<file path="src/rtl/fp_compare_vec.sv">
// fp_compare_vec: pipelined IEEE-754 single-precision compare/min/max unit.
// LANES independent 32-bit lanes share one op select; LATENCY register stages
// with a valid tag and a global stall. All compare logic feeds stage 1; the
// remaining stages are pure delay.
// Optional: define FP_COMPARE_VEC_FLAGS_EN to add the per-lane out_invalid
// flag output, pipelined alongside out_q.
module fp_compare_vec #(
  parameter int unsigned LANES   = 1,
  parameter int unsigned LATENCY = 2
) (
  input  logic                  clk,
  input  logic                  areset,
  input  logic                  in_valid,
  input  logic [2:0]            in_op,
  input  logic [32*LANES-1:0]   in_a,
  input  logic [32*LANES-1:0]   in_b,
  input  logic                  stall,
  output logic                  out_valid,
  output logic [32*LANES-1:0]   out_q
`ifdef FP_COMPARE_VEC_FLAGS_EN
  ,
  output logic [LANES-1:0]      out_invalid
`endif
);

  localparam int unsigned DW = 32 * LANES;

  localparam logic [2:0] OP_LT  = 3'b000;
  localparam logic [2:0] OP_LE  = 3'b001;
  localparam logic [2:0] OP_EQ  = 3'b010;
  localparam logic [2:0] OP_MIN = 3'b011;
  localparam logic [2:0] OP_MAX = 3'b100;

  localparam logic [31:0] CANON_NAN = 32'h7FC0_0000;
  localparam logic [31:0] RES_TRUE  = 32'h0000_0001;
  localparam logic [31:0] RES_FALSE = 32'h0000_0000;

  // NaN: exponent all ones with a nonzero mantissa.
  function automatic logic f_is_nan(input logic [31:0] x);
    return (x[30:23] == 8'hFF) && (x[22:0] != 23'd0);
  endfunction

  // +0 or -0.
  function automatic logic f_is_zero(input logic [31:0] x);
    return (x[30:0] == 31'd0);
  endfunction

  // Map sign-magnitude onto an unsigned total order: negatives are inverted
  // so larger magnitudes sort lower, positives get the top bit set. This puts
  // -0 just below +0, which is exactly the MIN/MAX tie-break we want.
  function automatic logic [31:0] f_key(input logic [31:0] x);
    return x[31] ? ~x : {1'b1, x[30:0]};
  endfunction

  // Per-lane result for the selected op.
  function automatic logic [31:0] f_lane_result(input logic [2:0]  op,
                                                input logic [31:0] a,
                                                input logic [31:0] b);
    logic        na;
    logic        nb;
    logic        any_nan;
    logic        both_zero;
    logic [31:0] ka;
    logic [31:0] kb;
    logic        lt;
    logic        eq;
    logic [31:0] r;
    na        = f_is_nan(a);
    nb        = f_is_nan(b);
    any_nan   = na | nb;
    both_zero = f_is_zero(a) & f_is_zero(b);
    ka        = f_key(a);
    kb        = f_key(b);
    // Arithmetic compares: signed zeros equal, NaN unordered.
    lt        = !any_nan && !both_zero && (ka < kb);
    eq        = !any_nan && (both_zero || (a == b));
    r         = RES_FALSE;
    case (op)
      OP_LT:   r = lt ? RES_TRUE : RES_FALSE;
      OP_LE:   r = (lt || eq) ? RES_TRUE : RES_FALSE;
      OP_EQ:   r = eq ? RES_TRUE : RES_FALSE;
      OP_MIN: begin
        if (na && nb)      r = CANON_NAN;
        else if (na)       r = b;
        else if (nb)       r = a;
        else if (ka <= kb) r = a;
        else               r = b;
      end
      OP_MAX: begin
        if (na && nb)      r = CANON_NAN;
        else if (na)       r = b;
        else if (nb)       r = a;
        else if (ka >= kb) r = a;
        else               r = b;
      end
      default: r = RES_FALSE;
    endcase
    return r;
  endfunction

`ifdef FP_COMPARE_VEC_FLAGS_EN
  // Signalling NaN: NaN with the quiet bit clear.
  function automatic logic f_is_snan(input logic [31:0] x);
    return f_is_nan(x) && !x[22];
  endfunction

  // Invalid-operation flag: ordered compares trap on any NaN, the rest on sNaN.
  function automatic logic f_lane_invalid(input logic [2:0]  op,
                                          input logic [31:0] a,
                                          input logic [31:0] b);
    logic r;
    r = 1'b0;
    case (op)
      OP_LT, OP_LE:          r = f_is_nan(a) | f_is_nan(b);
      OP_EQ, OP_MIN, OP_MAX: r = f_is_snan(a) | f_is_snan(b);
      default:               r = 1'b0;
    endcase
    return r;
  endfunction
`endif

  logic [DW-1:0] res_c;
  logic          v_pipe [LATENCY];
  logic [DW-1:0] q_pipe [LATENCY];

  // Stage-1 compute: every lane evaluated in parallel from the raw inputs.
  always_comb begin
    res_c = '0;
    for (int unsigned i = 0; i < LANES; i++) begin
      res_c[32*i +: 32] = f_lane_result(in_op, in_a[32*i +: 32], in_b[32*i +: 32]);
    end
  end

  // Valid/data pipeline: reset clears, stall freezes, otherwise shift by one.
  // Stage-1 data only loads on a valid beat so bubbles never pull in junk.
  always_ff @(posedge clk) begin
    if (areset) begin
      for (int unsigned s = 0; s < LATENCY; s++) begin
        v_pipe[s] <= 1'b0;
        q_pipe[s] <= '0;
      end
    end else if (!stall) begin
      v_pipe[0] <= in_valid;
      if (in_valid) begin
        q_pipe[0] <= res_c;
      end
      for (int unsigned s = 1; s < LATENCY; s++) begin
        v_pipe[s] <= v_pipe[s-1];
        q_pipe[s] <= q_pipe[s-1];
      end
    end
  end

  assign out_valid = v_pipe[LATENCY-1];
  assign out_q     = q_pipe[LATENCY-1];

`ifdef FP_COMPARE_VEC_FLAGS_EN
  logic [LANES-1:0] inv_c;
  logic [LANES-1:0] inv_pipe [LATENCY];

  // Stage-1 flag compute, one bit per lane.
  always_comb begin
    inv_c = '0;
    for (int unsigned i = 0; i < LANES; i++) begin
      inv_c[i] = f_lane_invalid(in_op, in_a[32*i +: 32], in_b[32*i +: 32]);
    end
  end

  // Flag pipeline, stalled and reset in lockstep with the data pipeline.
  always_ff @(posedge clk) begin
    if (areset) begin
      for (int unsigned s = 0; s < LATENCY; s++) begin
        inv_pipe[s] <= '0;
      end
    end else if (!stall) begin
      if (in_valid) begin
        inv_pipe[0] <= inv_c;
      end
      for (int unsigned s = 1; s < LATENCY; s++) begin
        inv_pipe[s] <= inv_pipe[s-1];
      end
    end
  end

  assign out_invalid = inv_pipe[LATENCY-1];
`endif

endmodule

</file>
<file path="config.mk">
export PLATFORM = sky130hd
export DESIGN_NAME = fp_compare_vec
export DESIGN_NICKNAME = d
export VERILOG_FILES = /design/src/rtl/fp_compare_vec.sv
export SDC_FILE = /design/constraint.sdc
export NUM_CORES = 1
export LEC_CHECK = 0
export CORE_ASPECT_RATIO = 1.2
export CORE_MARGIN = 3
export CORE_UTILIZATION = 45
export DETAILED_ROUTE_END_ITERATION = 8
export GPL_ROUTABILITY_DRIVEN = 0
export HOLD_SLACK_MARGIN = 0.15
export PLACE_DENSITY = 0.79
export SLEW_MARGIN = 20
export SYNTH_ARGS = -nofsm -noshare
export SYNTH_HDL_FRONTEND = slang
export SYNTH_SLANG_ARGS = --single-unit
</file>
<file path="constraint.sdc">
create_clock -name clk -period 3.6 [get_ports clk]
set_input_delay 0.72 -clock clk [delete_from_list [all_inputs] [get_ports clk]]
set_output_delay 0.72 -clock clk [all_outputs]
set_load 0.01 [all_outputs]
</file>
==> impl_metrics.yaml, run 1 <==
timing:
  min_period_ns: 3.28
  finalCritPeriodShare_pct: 91.0
  fin_ws_ns: 0.323
  rsz0062_at_grt: "false"
  slew_headroom_pct: 50.0
  clock.fmax_ghz: 0.305
  final_hold_viol_count: 0
  finalMaxSlewViolations: 0
  fin_worst_skew_ns: 0.00267
  setup_viol: 0
  tightest_slew_ns: 0.750
  tns_ns: 0
die:
  dieWidth_um: 105
  coreArea_um2: 11200
  pin_count: 104
  floorplan.initialDensity_pct: 47.0
  fp-row-count: 42
  die-area_um2: 13100
  die_h_um: 125
global_route:
  grt_pass1_wl_um: 21900
  grt_max_degree: 34
  grt_pass1_vias: 4255
  overflow: 0
  antenna_found_initial: 0
  track_usage_pct: 20.9
logic_synthesis:
  synth_nets: 573
  synth_area_um2: 5290
  ys_async_sr_fraction_pct: 0
  syn_avg_cell_area_um2: 11.3
  ys.flop_type: "edfxtp_1"
  yosysUniqueCellTypes: 49
  syn_inst: 470
  synth_edf_count: 66
  ys_seq_area_share_pct: 37.5
  ys_warn_count: 0
  ys_ff_latch: 66
power:
  clockPowerShare_pct: 33.6
  power_leakage_uw: 0.00262
  seqPwrFrac_pct: 38.5
  finalPower_uw: 2390
  p_sw_uw: 682
  ir_drop_mv: 0.227
  p_sw_share_pct: 28.6
  power_frac_comb_pct: 28.0
  power.density_nw_per_um2: 338
  p_int_uw: 1700
clock_network:
  holdBufCountCts: 0
  cts_tree: "done"
  postCtsSetupRepairBufs: 0
  cts_resized: 0
  cts-root-buf: "clkbuf_16"
  cts.sinks: 66
  cts_buffers: 9
  path_clk_slew_ns: 0.06
  cts_max_path_buffers: 2
  h-tree-depth: 3
  clock_latency_ns: 0.33
route:
  drt_drc_violations_left: 0
  post_drt_wl_per_cell_um: 17.6
  viasPerCell: 5.43
  vias: 4149
  dr.pass1.iters: 5
  drt_iter0_drc: 206
  antenna_left: 0
  wirelength_um: 13400
critical_path:
  crit_chain: "clkdlybuf4s50_1 -> xnor2_1 -> ha_1 -> nand4_2 -> nor4_1 -> o31ai_2 -> a31o_1 -> o21a_4 -> buf_12 -> o2bb2ai_2"
  worst_path_largest_cell_delay_ns: 0.47
  critPathKind: "primary input to register"
  crit_slowest_cell: "nor4_1"
  end_kind: "register"
  cp_data_required_time_ns: 3.68
  cp.arrival_ns: 3.36
  cp-start-kind: "primary input"
  crit_fanout: 13
hold_path:
  hp-class: "register to register"
placed_design:
  dp_hpwl_um: 10700
  pre_cts_slack_ns: 0.0284
  numPortBuffers: 103
  dp.cells: 748
final_layout:
  area_delta_synth_final_pct: 33.6
  n_antenna_cell: 0
  fin_nets: 708
  fin_cells: 764
  drive_gt1_share_pct: 24.4
run_status:
  status: "complete, no violations"
run:
  drv_cap: 0
-- metal layers --
metal	up-vias	share of wire [%]	global-route usage (%)
li1	1971	-	-
met1	1938	41	25.2
met2	189	50	36.4
met3	51	5.5	3.53
met4	0	3.7	9.19
met5	-	0	0
-- synth_stat cells (all sizes together), types with 2 or more instances --
cell / number / area, um^2
ha: 32 / 400
nor3: 4 / 20.0
nor4: 23 / 178
buf: 41 / 329
nor2: 13 / 48.8
nand3: 6 / 35.0
o211ai: 2 / 20.0
clkbuf: 11 / 71.3
o21ai: 10 / 57.6
inv: 2 / 7.51
xor2: 55 / 482
o2bb2ai: 31 / 459
nand2: 45 / 171
nand4: 18 / 144
edfxtp: 66 / 1980
xnor2: 38 / 333
nor2b: 2 / 17.5
nand2b: 2 / 12.5
nand3b: 2 / 15.0
o31ai: 2 / 25.0
a21oi: 13 / 65.1
o21a: 2 / 22.5
and2: 37 / 231
-- worst max-delay path: cells and delay by family --
family / cells / cell delay (ns)
AO/OA/AOI/OAI: 4 / 0.85
AND/OR/NAND/NOR: 2 / 0.66
buffers and inverters: 2 / 0.62
adder cells (fa/ha/maj): 1 / 0.33
XOR/XNOR: 1 / 0.17
-- power groups by stage --
stage	registers, uW	logic, uW	clock network, uW
2_1_floorplan	928	368	0
3_3_place_gp	931	642	0
3_5_place_dp	934	660	0
4_1_cts	919	666	812
5_1_grt	923	723	847
6_report	918	667	801
-- path summary, 6_finish.rpt --
path / start / endpoint / slack (ns) / cells past startpoint
max reg2reg: q_pipe[0][11] / q_pipe[0][43] / 2.79 / 1
min reg2reg: q_pipe[0][5] / q_pipe[0][37] / 0.52 / 1
min: q_pipe[0][5] / q_pipe[0][37] / 0.52 / 1
max: in_b[29] / q_pipe[0][23] / 0.32 / 10
-- through the flow --
| stage | hold slack, ns | area, um^2 | util [%] |
|---|---|---|---|
| 2_1_floorplan | 0.497 | 5290 | - |
| 3_3_place_gp | 0.501 | 6790 | 60.4 |
| 3_5_place_dp | 0.505 | 6790 | 60.4 |
| 4_1_cts | 0.518 | 7070 | 62.9 |
| 5_1_grt | 0.535 | 7070 | 62.9 |
| 6_report | 0.517 | 7070 | 62.9 |
-- registers in the layout, summed over array words and instances (netlist names) --
name	flops
q_pipe	64
v_pipe	2
-- placed cells by master, fill, tap and decap left out, types with 19 or more instances in the layout --
cell,count
o2bb2ai_2,30
nor4_1,19
clkdlybuf4s50_1,101
nand2_1,44
xnor2_1,38
ha_1,32
xor2_1,55
and2_1,37
buf_4,62
edfxtp_1,66
-- cell type report --
type | instances | area, um^2
fillers | 897 | 4180
multi-input cells | 350 | 2900
flip-flops and latches | 66 | 1980
repair buffers | 176 | 1710
clock buffers | 9 | 225
well taps | 154 | 193
clock inverters | 7 | 53.8
inverters | 2 | 7.51
-- cell families after synthesis --
| family | after synthesis | synth area share [%] |
|---|---|---|
| AND/OR/NAND/NOR | 154 | 16.8 |
| flip-flops | 66 | 37.5 |
| buffers and inverters | 54 | 7.71 |
| adder cells (fa/ha/maj) | 32 | 7.57 |
| AO/OA/AOI/OAI | 71 | 15.0 |
| XOR/XNOR | 93 | 15.4 |
Note: power is estimated with default switching activity, not from simulation.
==> run 2: changes to the inputs <==
--- a/config.mk
+++ b/config.mk
@@ -11,7 +11,7 @@
 export DETAILED_ROUTE_END_ITERATION = 8
 export GPL_ROUTABILITY_DRIVEN = 0
 export HOLD_SLACK_MARGIN = 0.15
-export PLACE_DENSITY = 0.79
+export PLACE_DENSITY = 0.76
 export SLEW_MARGIN = 20
 export SYNTH_ARGS = -nofsm -noshare
 export SYNTH_HDL_FRONTEND = slang
==> constraint.sdc (replaced) <==
create_clock -name clk -period 4.1 [get_ports clk]
set_input_delay 0.82 -clock clk [delete_from_list [all_inputs] [get_ports clk]]
set_output_delay 0.82 -clock clk [all_outputs]
set_load 0.01 [all_outputs]
==> run 2 against run 1 <==
Against the previous run: final area is 6.1% lower; sequential power shrank 12%; final cell count decreased by 6.4%; global-route usage shrank 1.2 points; sequential cell count is the same; hold slack worse by 0.0043 ns; combinational power is 20% lower; core utilization down 3.8 points; total power shrank 10%; non-clock buffer count down 49; register-to-register slack gained 0.56 ns.
==> impl_metrics.yaml, run 2 (synthesis results as in run 1) <==
critical_path:
  critPathKind: "primary input to register"
  cp_data_required_time_ns: 4.19
  crit_fanout: 31
  cp.arrival_ns: 3.66
  worst_path_largest_cell_delay_ns: 0.53
  r2r_slack_ns: 3.35
  crit_family: "compound AO/OA/AOI/OAI gates"
  worst-r2r-cell-count: 1
  r2r-end: "q_pipe[0][61]"
  crit_chain: "clkdlybuf4s50_1 -> xor2_1 -> ha_1 -> nand4_2 -> a2111oi_4 -> o31ai_2 -> a31o_1 -> o21a_4 -> a2bb2o_4"
  r2r-start: "q_pipe[0][29]"
  cp.buffers_inverters: 1
  crit_slowest_cell: "clkdlybuf4s50_1"
  end_kind: "register"
  cp-start-kind: "primary input"
timing:
  setup_viol: 0
  tns_ns: 0
  finalCritPeriodShare_pct: 87.1
  tightest_slew_ns: 0.760
  min_period_ns: 3.57
  rsz0062_at_grt: "false"
  fin_worst_skew_ns: 0.00511
  slew_headroom_pct: 49.3
  clock.fmax_ghz: 0.280
  finalMaxSlewViolations: 0
  hold_slack_ns: 0.513
  final_hold_viol_count: 0
route:
  wirelength_um: 12600
  antenna_left: 0
  drt_iter0_drc: 204
  drt_drc_violations_left: 0
  vias: 3853
  post_drt_wl_per_cell_um: 17.6
  viasPerCell: 5.39
  dr.pass1.iters: 4
global_route:
  grt_pass1_vias: 3866
  grt_pass1_wl_um: 20500
  track_usage_pct: 19.7
  overflow: 0
  antenna_found_initial: 0
  grt_max_degree: 35
die:
  die_h_um: 125
  fp-row-count: 42
  pin_count: 104
  die-area_um2: 13100
  floorplan.initialDensity_pct: 47.0
  dieWidth_um: 105
  coreArea_um2: 11200
power:
  finalPower_uw: 2150
  power.density_nw_per_um2: 323
  ir_drop_mv: 0.215
  power_leakage_uw: 0.00237
final_layout:
  fin_nets: 659
  n_antenna_cell: 0
  fill_cells: 946
  final_common_cell: "clkdlybuf4s50_1"
  final_cell_mix: "clkdlybuf4s50_1, edfxtp_1, xor2_1"
  largest_reg_flops: 64
  drive_gt1_share_pct: 17.6
  area_delta_synth_final_pct: 25.5
  final_util_pct: 59.0
  top_register: "q_pipe"
  largestRegisters: "q_pipe x64, v_pipe x2"
hold_path:
  min_path_cells: 1
  hp-class: "register to register"
  worstHoldStart: "q_pipe[0][19]"
  whs_endpoint: "q_pipe[0][51]"
clock_network:
  cts-root-buf: "clkbuf_16"
  cts_tree: "done"
  cts_buffers: 9
  path_clk_slew_ns: 0.05
  postCtsSetupRepairBufs: 0
  cts_max_path_buffers: 2
  clock_latency_ns: 0.33
  holdBufCountCts: 0
  cts.sinks: 66
  cts_resized: 0
  h-tree-depth: 3
run:
  drv_cap: 0
run_status:
  status: "complete, no violations"
placed_design:
  numPortBuffers: 103
  dp_hpwl_um: 9870
-- run 2: worst max path at each step --
stage	start	endpoint	depth (start not counted)
global route	in_a[9]	q_pipe[0][10]	9
detailed placement	in_b[30]	q_pipe[0][10]	9
global placement	in_a[1]	q_pipe[0][10]	10
CTS	in_a[17]	q_pipe[0][10]	9
floorplan	in_a[31]	q_pipe[0][22]	12
finish	in_a[15]	q_pipe[0][10]	9
-- run 2: per-stage QoR --
step	std cells	cell area (um^2)	setup slack, ns
floorplan	470	5290	0.600
global placement	699	6320	0.329
detailed placement	699	6320	0.230
CTS	715	6640	0.584
global route	715	6640	0.431
finish	715	6640	0.527
-- run 2: layout make-up --
class                           count  area [um^2]  share of cell area [%]
Multi-Input combinational cell    350         2900                    43.7
Sequential cell                    66         1980                    29.8
Timing Repair Buffer              127         1240                    18.7
Clock buffer                        9          225                    3.39
Tap cell                          154          193                    2.90
Clock inverter                      7         93.8                    1.41
Inverter                            2         7.51                   0.113
-- run 2: routing by layer --
layer	up-vias	global-route usage [%]	wire length [um]	share of wire [%]
met3	25	4.10	642	5.1
met2	133	32.9	6210	49
met1	1836	24.7	5360	43
met4	0	7.95	343	2.7
li1	1859	-	-	-
met5	-	0	0	0
-- run 2: power by group --
group | switching [uW] | leakage (uW) | internal (uW)
clock | 275 | 0.000153 | 530
combinational | 282 | 0.00153 | 254
sequential | 9.84 | 0.000689 | 794
total | 567 | 0.00237 | 1580
==> run 3: changes to the inputs <==
--- a/config.mk
+++ b/config.mk
@@ -10,6 +10,7 @@
 export CORE_UTILIZATION = 45
 export DETAILED_ROUTE_END_ITERATION = 8
 export GPL_ROUTABILITY_DRIVEN = 0
+export GPL_TIMING_DRIVEN = 0
 export HOLD_SLACK_MARGIN = 0.15
 export PLACE_DENSITY = 0.76
 export SLEW_MARGIN = 20
==> run 3 against run 2 <==
Against the previous run: sequential power about the same; final cell count up 3.9%; via count up 5.2%; count of clock-buffer cells in the layout unchanged; sequential share of layout area down 1.1 points; wire length up 4.3%; final area up 3.7%; clock power up 7.7%; register-to-register slack worse by 0.02 ns; largest cell class unchanged.
==> impl_metrics.yaml, run 3 (synthesis results as in run 1) <==
final_layout:
  final_common_cell: "clkdlybuf4s50_1"
  largest_reg_flops: 64
  final_cell_mix: "clkdlybuf4s50_1, edfxtp_1, xor2_1"
  area_delta_synth_final_pct: 30.2
  fin_nets: 687
  n_antenna_cell: 0
  final_area_um2: 6890
  drive_gt1_share_pct: 20.9
  top_register: "q_pipe"
  largestRegisters: "q_pipe x64, v_pipe x2"
route:
  drt_iter0_drc: 226
  antenna_left: 0
  wirelength_um: 13100
  viasPerCell: 5.45
  vias: 4052
  dr.pass1.iters: 4
  drt_drc_violations_left: 0
  post_drt_wl_per_cell_um: 17.6
timing:
  setup_viol: 0
  fin_worst_skew_ns: 0.00234
  finalCritPeriodShare_pct: 95.1
  tns_ns: 0
  fin_ws_ns: 0.199
  clock.fmax_ghz: 0.256
  final_hold_viol_count: 0
  rsz0062_at_grt: "false"
  min_period_ns: 3.90
  finalMaxSlewViolations: 0
  slew_headroom_pct: 46.5
  tightest_slew_ns: 0.803
critical_path:
  r2r_slack_ns: 3.33
  r2r-end: "q_pipe[0][47]"
  r2r-start: "q_pipe[0][15]"
  crit_fanout: 14
  cp-start-kind: "primary input"
  end_kind: "register"
  cp_data_required_time_ns: 4.17
  cp.arrival_ns: 3.97
  critPathKind: "primary input to register"
  worst-r2r-cell-count: 1
hold_path:
  hp-class: "register to register"
  min_path_cells: 1
  whs_endpoint: "q_pipe[0][38]"
  worstHoldStart: "q_pipe[0][6]"
global_route:
  gr-usage-met3_pct: 2.59
  use_met2_pct: 35.5
  grt_use_met1_pct: 24.7
  overflow: 0
  grt_max_degree: 33
  grt_pass1_wl_um: 21000
  antenna_found_initial: 0
  grt_pass1_vias: 4088
  track_usage_pct: 20.3
  grt_busiest_layer: "met2"
clock_network:
  cts_tree: "done"
  cts_max_path_buffers: 2
  holdBufCountCts: 0
  h-tree-depth: 3
  cts_buffers: 9
  clock_latency_ns: 0.33
  cts.sinks: 66
  path_clk_slew_ns: 0.05
  cts-root-buf: "clkbuf_16"
run_status:
  status: "complete, no violations"
placed_design:
  pre_cts_slack_ns: -0.445
  numPortBuffers: 102
  dp_hpwl_um: 10400
  placed_area_um2: 6530
die:
  dieWidth_um: 105
  die-area_um2: 13100
  coreArea_um2: 11200
  floorplan.initialDensity_pct: 47.0
  die_h_um: 125
  pin_count: 104
  fp-row-count: 42
power:
  power_leakage_uw: 0.00252
  ir_drop_mv: 0.202
  power.density_nw_per_um2: 324
run:
  drv_cap: 0
run 3: how the worst max path moves through the flow:
stage                   from            end  depth (start not counted)
floorplan           in_a[31]  q_pipe[0][22]                         12
global route        in_b[31]  q_pipe[0][22]                         14
global placement    in_b[31]  q_pipe[0][22]                         13
finish              in_b[31]  q_pipe[0][22]                         13
CTS                 in_b[31]  q_pipe[0][15]                         13
detailed placement  in_b[31]  q_pipe[0][22]                         13
run 3: stage by stage:
step                      power (uW)  instances  hold slack [ns]  util, %
after floorplan                 1140        470            0.497        -
after global placement          1350        726            0.500     57.8
after detailed placement        1370        727            0.506     58.1
after CTS                       2240        742            0.517     61.1
after global routing            2330        743            0.535     61.2
final                           2230        743            0.515     61.2
run 3: critical path: stages:
cell and delay, ns:
clkdlybuf4s50_1 0.52, clkbuf_8 0.24, clkbuf_2 0.35, xnor2_1 0.12
ha_1 0.30, nor2b_2 0.15, o211ai_2 0.10, a2111oi_4 0.39
o31ai_2 0.17, a31o_1 0.27, o21a_4 0.23, buf_6 0.16
o2bb2ai_2 0.14
run 3: timing repair:
item	CTS	global route
resized for setup	2	2
pin swaps	0	1
endpoints found under the setup margin	32	32
setup buffers	0	1
run 3: final cells by class:
cell class	count	area (um^2)
inverter	2	7.51
sequential	66	1980
tap	154	193
timing repair buffer	104	1060
clock buffer	9	225
clock inverter	7	116
fill	941	4360
buffer	51	399
multi-input combinational	350	2910
run 3: layer usage:
metal,up-vias,wire [um]
met5,-,0
met4,0,371
met3,31,646
met2,141,6660
met1,1960,5420
li1,1920,-
run 3: report_power, final:
group	switching (uW)	total, uW	internal [uW]
clock	274	867	593
combinational	290	563	273
sequential	10.4	804	794
